File: src/rtl/ahb_arbiter.sv
// Round-robin AHB bus arbiter: grants one of NUM_MANAGERS managers, moving the grant
// only at legal handover points (never mid fixed burst, never while locked, only on hready).
module ahb_arbiter #(
   parameter int NUM_MANAGERS    = 4,
   parameter int HMASTER_WIDTH   = 2,
   parameter int DEFAULT_MANAGER = 0
) (
   input  logic                     hclk,
   input  logic                     hreset,
   input  logic [NUM_MANAGERS-1:0]  hbusreq,
   input  logic [NUM_MANAGERS-1:0]  hlock,
   input  logic [1:0]               htrans,
   input  logic [2:0]               hburst,
   input  logic                     hready,
   input  logic                     hresp,
   output logic [NUM_MANAGERS-1:0]  hgrant,
   output logic [HMASTER_WIDTH-1:0] hmaster,
   output logic                     hmastlock,
   output logic [1:0]               arb_state
);

   typedef enum logic [1:0] {
      PARK   = 2'd0,
      OPEN   = 2'd1,
      BURST  = 2'd2,
      LOCKED = 2'd3
   } state_t;

   localparam int PAD = 2 ** HMASTER_WIDTH;
   localparam logic [HMASTER_WIDTH-1:0] DEF  = HMASTER_WIDTH'(DEFAULT_MANAGER);
   localparam logic [HMASTER_WIDTH-1:0] LAST = HMASTER_WIDTH'(NUM_MANAGERS - 1);

   localparam logic [1:0] T_IDLE   = 2'd0;
   localparam logic [1:0] T_NONSEQ = 2'd2;
   localparam logic [1:0] T_SEQ    = 2'd3;
   localparam logic [2:0] B_SINGLE = 3'd0;
   localparam logic [2:0] B_INCR   = 3'd1;

   state_t                   state, state_next;
   logic [HMASTER_WIDTH-1:0] owner, owner_next;
   logic [3:0]               cnt, cnt_next;

   logic [PAD-1:0]           req_pad, lock_pad;
   logic [HMASTER_WIDTH-1:0] k, rr_idx;
   logic                     rr_found, rearb, beat;
   logic [3:0]               burst_last;

   // Handshake: hready is the bus-wide ready; a beat is accepted only when hready=1 and
   // htrans is NONSEQ or SEQ. Every arbitration decision is frozen while hready=0.
   always_comb begin
      req_pad  = '0;
      lock_pad = '0;
      req_pad[NUM_MANAGERS-1:0]  = hbusreq;
      lock_pad[NUM_MANAGERS-1:0] = hlock & hbusreq;
      beat = hready && htrans[1];
   end

   // Search from owner+1 upward with wrap; the owner itself is visited last.
   always_comb begin
      k        = owner;
      rr_found = 1'b0;
      rr_idx   = owner;
      for (int i = 0; i < NUM_MANAGERS; i++) begin
         k = (k == LAST) ? '0 : k + HMASTER_WIDTH'(1);
         if (!rr_found && req_pad[k]) begin
            rr_found = 1'b1;
            rr_idx   = k;
         end
      end
   end

   always_comb begin
      case (hburst[2:1])
         2'd1:    burst_last = 4'd3;
         2'd2:    burst_last = 4'd7;
         default: burst_last = 4'd15;
      endcase
   end

   always_ff @(posedge hclk) begin
      if (hreset) begin
         state <= PARK;
         owner <= DEF;
         cnt   <= '0;
      end else begin
         state <= state_next;
         owner <= owner_next;
         cnt   <= cnt_next;
      end
   end

   always_comb begin
      state_next = state;
      owner_next = owner;
      cnt_next   = cnt;
      rearb      = 1'b0;
      if (hready) begin
         if (hresp && state != PARK) begin
            // Second ERROR cycle: drop the burst; the handover waits one cycle.
            cnt_next   = '0;
            state_next = (state == LOCKED && lock_pad[owner]) ? LOCKED : OPEN;
         end else begin
            case (state)
               PARK: rearb = 1'b1;
               OPEN: begin
                  if (beat && htrans == T_NONSEQ && hburst[2:1] != 2'd0) begin
                     state_next = BURST;
                     cnt_next   = burst_last;
                  end else if (htrans == T_IDLE || (beat && hburst == B_SINGLE) ||
                               (hburst == B_INCR && !req_pad[owner])) begin
                     rearb = 1'b1;
                  end
               end
               BURST: begin
                  if (htrans == T_SEQ) begin
                     cnt_next = cnt - 4'd1;
                     if (cnt == 4'd1) rearb = 1'b1;
                  end
               end
               LOCKED: begin
                  if (!lock_pad[owner] && htrans == T_IDLE) rearb = 1'b1;
               end
               default: rearb = 1'b1;
            endcase
         end
      end
      if (rearb) begin
         cnt_next = '0;
         if (rr_found) begin
            owner_next = rr_idx;
            state_next = lock_pad[rr_idx] ? LOCKED : OPEN;
         end else begin
            owner_next = DEF;
            state_next = PARK;
         end
      end
   end

   always_comb begin
      hgrant = '0;
      for (int j = 0; j < NUM_MANAGERS; j++) begin
         hgrant[j] = (owner == HMASTER_WIDTH'(j));
      end
      hmaster   = owner;
      hmastlock = (state == LOCKED);
      arb_state = state;
   end

endmodule

File: config.mk
export PLATFORM = sky130hd
export DESIGN_NAME = ahb_arbiter
export DESIGN_NICKNAME = d
export VERILOG_FILES = /design/src/rtl/ahb_arbiter.sv
export SDC_FILE = /design/constraint.sdc
export NUM_CORES = 1
export LEC_CHECK = 0
export BUFFER_PORTS_ARGS = -buffer_cell sky130_fd_sc_hd__buf_2
export CORE_ASPECT_RATIO = 1.4
export CORE_MARGIN = 3
export CORE_UTILIZATION = 57
export CTS_CLUSTER_SIZE = 10
export DETAILED_ROUTE_END_ITERATION = 10
export PLACE_DENSITY = 0.84
export SYNTH_ARGS = -nofsm -noshare
export SYNTH_HDL_FRONTEND = slang
export SYNTH_SLANG_ARGS = --single-unit
File: constraint.sdc
create_clock -name hclk -period 4.7 [get_ports hclk]
set_input_delay 1.41 -clock hclk [delete_from_list [all_inputs] [get_ports hclk]]
set_output_delay 1.41 -clock hclk [all_outputs]
set_load 0.01 [all_outputs]
Word-level counts from Yosys, hierarchy flattened
Index checks and enable logic that the tools add are counted.

cells by class
  muxes and demuxes = 48
  add/sub/neg operators = 5
  eq/ne operators = 17
  bitwise gates (word level) = 1
  reductions and logical operators = 31
  $lt $le $gt $ge = 6

operators by type and width
  operator             count
  $mux 2               17
  $eq 2x2->1 const B   10
  $lt 2x3->1 const B   6
  $mux 1               18
  $pmux 4 s2           2
  $bmux 1 s2           7
  $mux 4               3
  $logic_and 1x1->1    11
  $reduce_bool 3->1    3
  $add 2x1->2 const B  4
  $eq 2x1->1 const B   3
  $logic_not 2->1      3
  $ne 3x3->1 const B   2
  $reduce_bool 2->1    3
  $logic_not 1->1      5
  $and 4x4->4          1
  $eq 4x1->1 const B   1
  $pmux 1 s4           1
  $reduce_and 4->1     1
  $sub 4x1->4 const B  1
  $eq 3x1->1 const B   1
  $logic_not 3->1      1
  $reduce_and 3->1     1
  $logic_or 1x1->1     2
  $reduce_or 2->1      1

storage, ports and cells
  logic and storage cells = 111
  output and inout bits = 9
  bits of input ports = 17
  bits in registers = 8

Depth between registers and ports, before layout
Gate-level depths: netlist of run 1.

  depth in word-level cells = 19
  mapped depth = 10
  gate-level depth less buffers = 9

Worst setup path after synthesis of run 1
No wires, ideal clock.

  path type = in2reg
  start point = input port hbusreq[3]
  end point = register state[1], in the netlist arb_state[1]
  cell stages on the path = 7
  buffers on the path = 1
  arrival time = 2965 ps
  path slack = 1601 ps
  data required time = 4565 ps
  cells stage by stage = buf_6 -> mux4_2 -> a2111oi_4 -> o21bai_1 -> a21boi_1 -> nor4bb_1 -> a221oi_2

between the ends
  word-level cells in the longest chain between the ends = 17

RTL lines
  item                          RTL line  RTL
  from (decl)                   10        input logic [NUM_MANAGERS-1:0] hbusreq,
  $bmux 1 s2                    65        if (!rr_found && req_pad[k]) begin
  $mux 1 (implied by the code)  65
  $mux 1                        65
  $logic_not 1->1               65
  $logic_and 1x1->1             65
  $mux 1                        65
  $logic_not 1->1               65
  $logic_and 1x1->1             65
  $mux 1                        65
  $logic_not 1->1               65
  $logic_and 1x1->1             65
  $mux 2                        65
  $bmux 1 s2                    131       state_next = lock_pad[rr_idx] ? LOCKED : OPEN;
  $mux 1 (implied by the code)  131
  $mux 2                        131
  $mux 2                        129       if (rr_found) begin
  $mux 2                        127       if (rearb) begin
  to (signal assigned)          86        state <= state_next;
  to (decl)                     39        state_t state, state_next;

Several ways; a longest one is shown, not always the timed one. The select of a mux whose other input is x is not followed.
A chain may end at the register's enable or synchronous reset.

Worst setup path in the final report of run 1
  start point = input port hbusreq[0]
  end point = register state[1], in the netlist arb_state[1]

Same word-level chain as after synthesis.

==> flow_metrics.tcl, run 1 <==
set metrics [dict create \
    period_share_pct 65.00 \
    syn-num-nets 161 \
    hold_path_class "reg2reg" \
    worstPathRequired_ps 4830 \
    r2r_setup_slack_ps 1880 \
    yosysUniqueCellTypes 57 \
    cp_max_fo 12 \
    stdcell_count 177 \
    routedWlPerCell_um 14.98 \
    synth_edf_count 0 \
    critPathArrivalTime_ps 3190 \
    min-delay-start "cnt[1]" \
    run_status "finished, final reports clean" \
    grt_usage_pct 22.95 \
    fmax_mhz 327.3 \
    path_class "in2reg" \
    dp.cells 174 \
    leakage_uw 0.0004889 \
    htreeDepth 1 \
    finalCriticalPeriod_ps 3055 \
    whs_endpoint "cnt[1]" \
    gp_congestion 0.8487 \
    r2r-start "hmaster[0]" \
    grt-ovfl-total 0 \
    seqCellArea_um2 160.2 \
    crit_family "compound AO/OA/AOI/OAI gates" \
    cp-start-kind "input port" \
    rsz0062_at_grt "no" \
    multi_input_area_um2 833.3 \
    numCtsBuffers 3 \
    cts_hold_buf 0 \
    syn_area_um2 1095 \
    die_h_um 57.86 \
    grt_pass1_vias 1081 \
    syn_inst 136 \
    start_util_pct 60.76 \
    setup_viol 0 \
    drv_slew 0 \
    synth.avg_cell_area_um2 8.050 \
    wl_um 2651 \
    finalHoldViolCount 0 \
    num_antenna_cells 0 \
    p_per_area_nw_per_um2 403.6 \
    ys_seq_area_share_pct 14.63 \
    nets 184 \
    cts_tree "built" \
    grt_pass1_wl_um 4505 \
    path_clk_slew_ps 60 \
    antenna_found_initial 0 \
    critPathMaxStageDelay_ps 510 \
    synth_top_area_cell "dfxtp_1" \
    die-width_um 43.04 \
    async_reset_ff_share_pct 0 \
    synth_area_leaders "dfxtp_1, ha_1, mux4_2" \
    worst-path-buf-inv 1 \
    yosys_warnings 0 \
    critical_path.endpoint_type "flop" \
    area_delta_synth_final_pct 10.63 \
    io_buffer_count 25 \
    dpl_worst_slack_ps 1402 \
    drive_gt1_share_pct 30.57 \
    worstSkewPairLatency_ps 260 \
    root_buffer "clkbuf_4" \
    cap_violations 0 \
    vias 1133 \
    crit_chain "buf_2, mux4_2, a2111oi_4, o21bai_1, a21boi_1, nor4bb_1, a221oi_2" \
    dp.final_hpwl_um 2070 \
    synth-main-ff-cell "dfxtp_1" \
    crit_path_start "hbusreq[0]" \
    die_area_um2 2490 \
    core_region_area_um2 1802 \
    layout_common_cells "buf_2, nand2_1, inv_1, nor2_1" \
    fin_worst_skew_ps 6.683 \
    rows 18 \
    route.detailed.drc 0 \
    io-pin-count 26 \
    reg2reg_to "arb_state[1]" \
    nFillCells 166 \
    synth.top_cell.area_share_pct 14.63 \
    relSlewSlack_pct 70.68 \
    setup_slack_ps 1645 \
    tns_ps 0 \
    layout_commonest_cell "buf_2" \
    ys_seq_elements 8 \
    routed_via_density 6.401 \
    cts_resized 0 \
    cts_sinks 8 \
    dr.pass1.iters 4 \
    postRouteAntennaNets 0 \
    worstHoldPathCells 2 \
    tightest_slew_ps 435.2 \
    whs_ps 501.7 \
    cts_buffer_depth 2 \
    cp_slowest_cell "mux4_2" \
    post-cts-setup-buffers 0 \
    vdd_drop_max_uv 210.8 \
    grt_max_degree 16 \
    r2r_cells 9 \
    drt_iter0_markers 19 \
]
-- cell usage after synthesis (2+ instances only) --
cell      instances
a211o_1           2
a21oi_1           8
a311oi_1          2
a31oi_1           3
buf_4             2
buf_6             3
clkbuf_1          2
dfxtp_1           8
ha_1              8
inv_1            11
mux4_2            3
nand2_1          12
nand3b_1          2
nand4_1           3
nor2_1           11
nor4_1            5
nor4bb_1          2
o21ai_0           7
o22ai_1           3
or2_1             2
-- sequential cells by signal, summed over array words and instances, names as in the netlist --
name and count:
hmaster 2, cnt 4, arb_state 2
-- metrics by stage --
step	power, uW	area [um2]	util [%]
detailed placement	434.9	1189	65.97
CTS	491.0	1211	67.22
finish	488.9	1211	67.22
global placement	424.8	1189	65.97
global route	533.3	1211	67.22
floorplan	367.0	1095	-
-- cell families (layout without fill, tap and decap cells) --
logic type	Yosys count	count (layout)	synth area share, %
multiplexers	3	3	6.171
adder cells (fa/ha/maj)	8	8	9.143
flip-flops	8	8	14.63
AO/OA/AOI/OAI	44	44	31.55
AND/OR/NAND/NOR	54	54	29.26
buffers and inverters	19	40	9.256
-- power by group --
group          switching, uW  internal, uW  total (uW)
sequential              31.6          84.4         116
clock                   24.2          29.3        53.4
combinational            184           136         319
-- layout make-up --
type | instances | area share [%]
Sequential cell | 8 | 13.22
Inverter | 12 | 3.719
Multi-Input combinational cell | 109 | 68.80
Timing Repair Buffer | 25 | 10.33
Tap cell | 20 | 2.066
Clock buffer | 3 | 1.860
-- metal layers --
layer	up-vias	share of wire (%)	GRT usage (%)
li1	564	-	-
met1	520	39	23.61
met2	39	54	43.56
met3	10	3.7	1.553
met4	0	3.5	14.22
met5	-	0	0
-- worst max path at each step --
| stage | slack, ps | endpoint | depth (start not counted) |
|---|---|---|---|
| 5_1_grt | 1490 | arb_state[1] | 7 |
| 3_3_place_gp | 1450 | arb_state[1] | 7 |
| 4_1_cts | 1670 | arb_state[1] | 7 |
| 3_5_place_dp | 1400 | arb_state[1] | 7 |
| 2_1_floorplan | 1600 | arb_state[1] | 7 |
| 6_report | 1640 | arb_state[1] | 7 |
-- worst reg2reg max path, stage by stage, from the launching register on --
cell	delay, ps
dfxtp_1	540
inv_2	140
ha_1	480
and4b_1	280
a311oi_1	250
nand4_1	210
or3_2	510
o31ai_1	70
nor4bb_1	90
a221oi_2	170
(Power assumes the default switching activity.)
==> run 2: changes to the inputs <==
--- a/config.mk
+++ b/config.mk
@@ -8,10 +8,10 @@
 export BUFFER_PORTS_ARGS = -buffer_cell sky130_fd_sc_hd__buf_2
 export CORE_ASPECT_RATIO = 1.4
 export CORE_MARGIN = 3
-export CORE_UTILIZATION = 57
+export CORE_UTILIZATION = 48
 export CTS_CLUSTER_SIZE = 10
 export DETAILED_ROUTE_END_ITERATION = 10
-export PLACE_DENSITY = 0.84
+export PLACE_DENSITY = 0.75
 export SYNTH_ARGS = -nofsm -noshare
 export SYNTH_HDL_FRONTEND = slang
 export SYNTH_SLANG_ARGS = --single-unit
==> constraint.sdc (replaced) <==
create_clock -name hclk -period 2.7 [get_ports hclk]
set_input_delay 0.81 -clock hclk [delete_from_list [all_inputs] [get_ports hclk]]
set_output_delay 0.81 -clock hclk [all_outputs]
set_load 0.01 [all_outputs]
==> flow_metrics.tcl, run 2 (synthesis gave the netlist of run 1 again) <==
set metrics [dict create \
    drt_iter0_markers 31 \
    fin_worst_skew_ps 6.609 \
    r2r_setup_slack_ps 260 \
    io-pin-count 26 \
    worstPathRequired_ps 2880 \
    run_status "finished, final reports clean" \
    dp.cells 185 \
    grt_usage_pct 21.03 \
    die_h_um 62.51 \
    postRouteAntennaNets 0 \
    routed_via_density 6.388 \
    cts_hold_buf 0 \
    largest_reg_flops 4 \
    vdd_drop_max_uv 412.0 \
    cp_max_fo 11 \
    start_util_pct 52.93 \
    dp.final_hpwl_um 2284 \
    grt_pass1_wl_um 4657 \
    cts_tree "built" \
    worstHoldPathCells 2 \
    r2r_cells 9 \
    cts_buffer_depth 2 \
    area_delta_synth_final_pct 18.29 \
    regMostFlops "cnt" \
    routedWlPerCell_um 15.11 \
    dpl_worst_slack_ps 38.51 \
    gp_congestion 0.8683 \
    cp-start-kind "flop" \
    worstSkewPairLatency_ps 260 \
    fmax_mhz 409.1 \
    wl_um 2840 \
    drv_slew 0 \
    fin_util_pct 62.61 \
    die-width_um 46.36 \
    nFillCells 198 \
    die_area_um2 2898 \
    io_buffer_count 25 \
    dpl_cell_area_um2 1265 \
    root_buffer "clkbuf_4" \
    numCtsBuffers 3 \
    critical_path.endpoint_type "flop" \
    leakage_uw 0.0005386 \
    finalHoldViolCount 0 \
    post-cts-setup-buffers 0 \
    vias 1201 \
    relSlewSlack_pct 71.42 \
    core_region_area_um2 2068 \
    cts_sinks 8 \
    critPathArrivalTime_ps 2620 \
    setup_slack_ps 255.4 \
    stdcell_count 188 \
    hold_path_class "reg2reg" \
    antenna_found_initial 0 \
    htreeDepth 1 \
    final_cell_area_um2 1295 \
    tns_ps 0 \
    layout_common_cells "buf_2, nand2_1, inv_1, nor2_1, buf_4" \
    num_antenna_cells 0 \
    finalCriticalPeriod_ps 2445 \
    rsz0062_at_grt "no" \
    path_clk_slew_ps 60 \
    route.detailed.drc 0 \
    rows 19 \
    path_class "reg2reg" \
    grt_max_degree 12 \
    layout_commonest_cell "buf_2" \
    grt_pass1_vias 1129 \
    nets 194 \
    cap_violations 0 \
    drive_gt1_share_pct 35.93 \
    setup_viol 0 \
    tightest_slew_ps 424.1 \
    period_share_pct 90.54 \
    grt-ovfl-total 0 \
    p_per_area_nw_per_um2 700.7 \
    dr.pass1.iters 4 \
]
[run 2: layout make-up]
type	instances	area, um2	share of cell area (%)
inverters	12	45.04	3.478
clock buffers	3	22.52	1.739
repair buffers	35	200.2	15.46
flip-flops and latches	8	161.4	12.46
multi-input cells	109	839.6	64.83
well taps	21	26.28	2.029
[run 2: power breakdown]
part,switching [uW],total [uW],leakage (uW),internal [uW]
combinational,342,617,0.000459,275
sequential,48.3,196,0.0000658,148
clock,43.1,94.1,0.0000138,51.0
total,433,907,0.000539,474
[run 2: final timing paths]
kind | endpoint | startpoint
worst max-delay path | arb_state[1] | hmaster[1]
worst min register to register | cnt[1] | cnt[1]
worst max register to register | arb_state[1] | hmaster[1]
worst min-delay path | cnt[1] | cnt[1]
[run 2: per-layer routing]
metal | global-route usage, % | share of wire (%) | up-vias
met5 | 0 | 0 | -
met4 | 11.39 | 1.6 | 0
met3 | 1.729 | 4.8 | 4
met2 | 38.45 | 56 | 42
met1 | 21.47 | 37 | 575
li1 | - | - | 580
[run 2: per-stage QoR]
stage | hold WS [ps] | power (uW)
finish | 482.5 | 907.4
global route | 503.2 | 994.5
CTS | 485.1 | 906.6
detailed placement | 477.0 | 807.6
global placement | 475.3 | 789.2
floorplan | 457.8 | 638.8
[run 2: critical path, stage by stage, from the launching register on]
cell and delay, ps:
dfxtp_2 400, inv_1 80, ha_1 410, and4b_1 260, a311oi_1 240, nand4_1 150, or3_2 490, o31ai_1 80
nor4bb_1 90, a221oi_2 160
[run 2: timing repair]
item	in CTS	in global routing
endpoints found under the hold margin	0	0
resized for setup	0	2
endpoints found under the setup margin	0	1
==> run 3: changes to the inputs <==
--- a/config.mk
+++ b/config.mk
@@ -8,10 +8,10 @@
 export BUFFER_PORTS_ARGS = -buffer_cell sky130_fd_sc_hd__buf_2
 export CORE_ASPECT_RATIO = 1.4
 export CORE_MARGIN = 3
-export CORE_UTILIZATION = 48
+export CORE_UTILIZATION = 57
 export CTS_CLUSTER_SIZE = 10
 export DETAILED_ROUTE_END_ITERATION = 10
-export PLACE_DENSITY = 0.75
+export PLACE_DENSITY = 0.84
 export SYNTH_ARGS = -nofsm -noshare
 export SYNTH_HDL_FRONTEND = slang
 export SYNTH_SLANG_ARGS = --single-unit
==> constraint.sdc (replaced) <==
create_clock -name hclk -period 3 [get_ports hclk]
set_input_delay 0.9 -clock hclk [delete_from_list [all_inputs] [get_ports hclk]]
set_output_delay 0.9 -clock hclk [all_outputs]
set_load 0.01 [all_outputs]
==> flow_metrics.tcl, run 3 (synthesis gave the netlist of run 1 again) <==
set metrics [dict create \
    run_status "finished, final reports clean" \
    largest_reg_flops 4 \
    rsz0062_at_grt "no" \
    relSlewSlack_pct 72.82 \
    io-pin-count 26 \
    drive_gt1_share_pct 32.30 \
    cts_resized 0 \
    grt_pass1_wl_um 4781 \
    cp_slowest_cell "mux4_2" \
    root_buffer "clkbuf_4" \
    rows 18 \
    cts_sinks 8 \
    route.detailed.drc 0 \
    critPathMaxStageDelay_ps 520 \
    cp_max_fo 9 \
    whs_endpoint "cnt[1]" \
    crit_chain "buf_4, ha_1, nor2_2, mux4_2, or2_1, a21oi_2, nor4_1, nor4bb_1, a221oi_2" \
    r2r_cells 9 \
    htreeDepth 1 \
    vdd_drop_max_uv 409.3 \
    layout_commonest_cell "buf_2" \
    regMostFlops "cnt" \
    hold_path_class "reg2reg" \
    wl_um 2836 \
    finalCriticalPeriod_ps 2599 \
    critPathArrivalTime_ps 2740 \
    nets 188 \
    cts_hold_buf 0 \
    cp-start-kind "flop" \
    crit_family "simple AND/OR/NAND/NOR gates" \
    setup_slack_ps 401.2 \
    drt_iter0_markers 29 \
    p_per_area_nw_per_um2 652.7 \
    setup_viol 0 \
    die_area_um2 2490 \
    numCtsBuffers 3 \
    nFillCells 156 \
    worstPathRequired_ps 3150 \
    dp.final_hpwl_um 2227 \
    io_buffer_count 25 \
    area_delta_synth_final_pct 13.37 \
    grt_pass1_vias 1192 \
    finalHoldViolCount 0 \
    path_clk_slew_ps 70 \
    core_region_area_um2 1802 \
    cts_buffer_depth 2 \
    r2r_setup_slack_ps 400 \
    gp_congestion 0.8750 \
    path_class "reg2reg" \
    antenna_found_initial 0 \
    grt-ovfl-total 0 \
    leakage_uw 0.0005091 \
    dr.pass1.iters 6 \
    fmax_mhz 384.8 \
    worst-path-buf-inv 1 \
    num_antenna_cells 0 \
    post-cts-setup-buffers 0 \
    layout_common_cells "buf_2, nand2_1, inv_1, nor2_1" \
    cap_violations 0 \
    die_h_um 57.86 \
    fin_worst_skew_ps 14.67 \
    start_util_pct 60.76 \
    dpl_worst_slack_ps 175.7 \
    period_share_pct 86.63 \
    routedWlPerCell_um 15.67 \
    drv_slew 0 \
    critical_path.endpoint_type "flop" \
    cts_tree "built" \
    die-width_um 43.04 \
    whs_ps 486.8 \
    grt_max_degree 14 \
    tns_ps 0 \
    grt_usage_pct 24.35 \
    worstHoldPathCells 2 \
    vias 1187 \
    postRouteAntennaNets 0 \
    worstSkewPairLatency_ps 270 \
    min-delay-start "cnt[1]" \
    tightest_slew_ps 402.0 \
    r2r-start "hmaster[0]" \
    routed_via_density 6.558 \
    reg2reg_to "arb_state[1]" \
    fin_util_pct 68.89 \
]
## run 3: changes by cell type in the layout (fill, tap and decap cells not counted)
cell | before | now
nor4b_2 | 1 | 0
buf_4 | 10 | 4
dfxtp_1 | 7 | 8
nor4b_1 | 0 | 1
dfxtp_2 | 1 | 0
## run 3: worst max-delay path by stage
stage                               to  slack (ps)  depth (start not counted)       start
after detailed placement  arb_state[1]         180                          7  hbusreq[0]
after global placement    arb_state[1]         290                          7  hbusreq[0]
after CTS                 arb_state[1]         410                          9  hmaster[0]
after global routing      arb_state[1]         280                          9  hmaster[0]
after floorplan           arb_state[1]         410                          7  hbusreq[3]
final                     arb_state[1]         400                          9  hmaster[0]
## run 3: area by class of cell
cell class              count  area [um2]  share of cell area (%)
repair buffers             29       155.1                   12.50
multi-input cells         109       833.3                   67.14
inverters                  12       45.04                   3.629
flip-flops and latches      8       160.2                   12.90
clock buffers               3       22.52                   1.815
well taps                  20       25.02                   2.016
## run 3: through the flow
step / total power (uW) / area, um2 / std cells
2_1_floorplan: 575.0 / 1095 / 136
3_3_place_gp: 693.8 / 1219 / 178
3_5_place_dp: 715.0 / 1219 / 178
4_1_cts: 805.5 / 1241 / 181
5_1_grt: 870.3 / 1241 / 181
6_report: 810.1 / 1241 / 181
## run 3: power by group
part,leakage (uW),switching [uW],internal [uW],total [uW]
Sequential,0.0000654,36.3,132,169
Clock,0.0000138,43.3,46.1,89.4
Combinational,0.000430,317,235,552
Total,0.000509,397,413,810
## run 3: layer usage
| layer | GRT usage [%] | vias up | part of all wire (%) |
|---|---|---|---|
| li1 | - | 570 | - |
| met5 | 0 | - | 0 |
| met3 | 2.174 | 12 | 3.9 |
| met4 | 18.53 | 0 | 3.8 |
| met2 | 46.35 | 42 | 54 |
| met1 | 23.09 | 563 | 38 |
## run 3: worst register-to-register path, stage by stage (launching register included)
cell	delay (ps)
dfxtp_1	330
buf_4	170
ha_1	290
nor2_2	190
mux4_2	520
or2_1	240
a21oi_2	230
nor4_1	90
nor4bb_1	380
a221oi_2	50
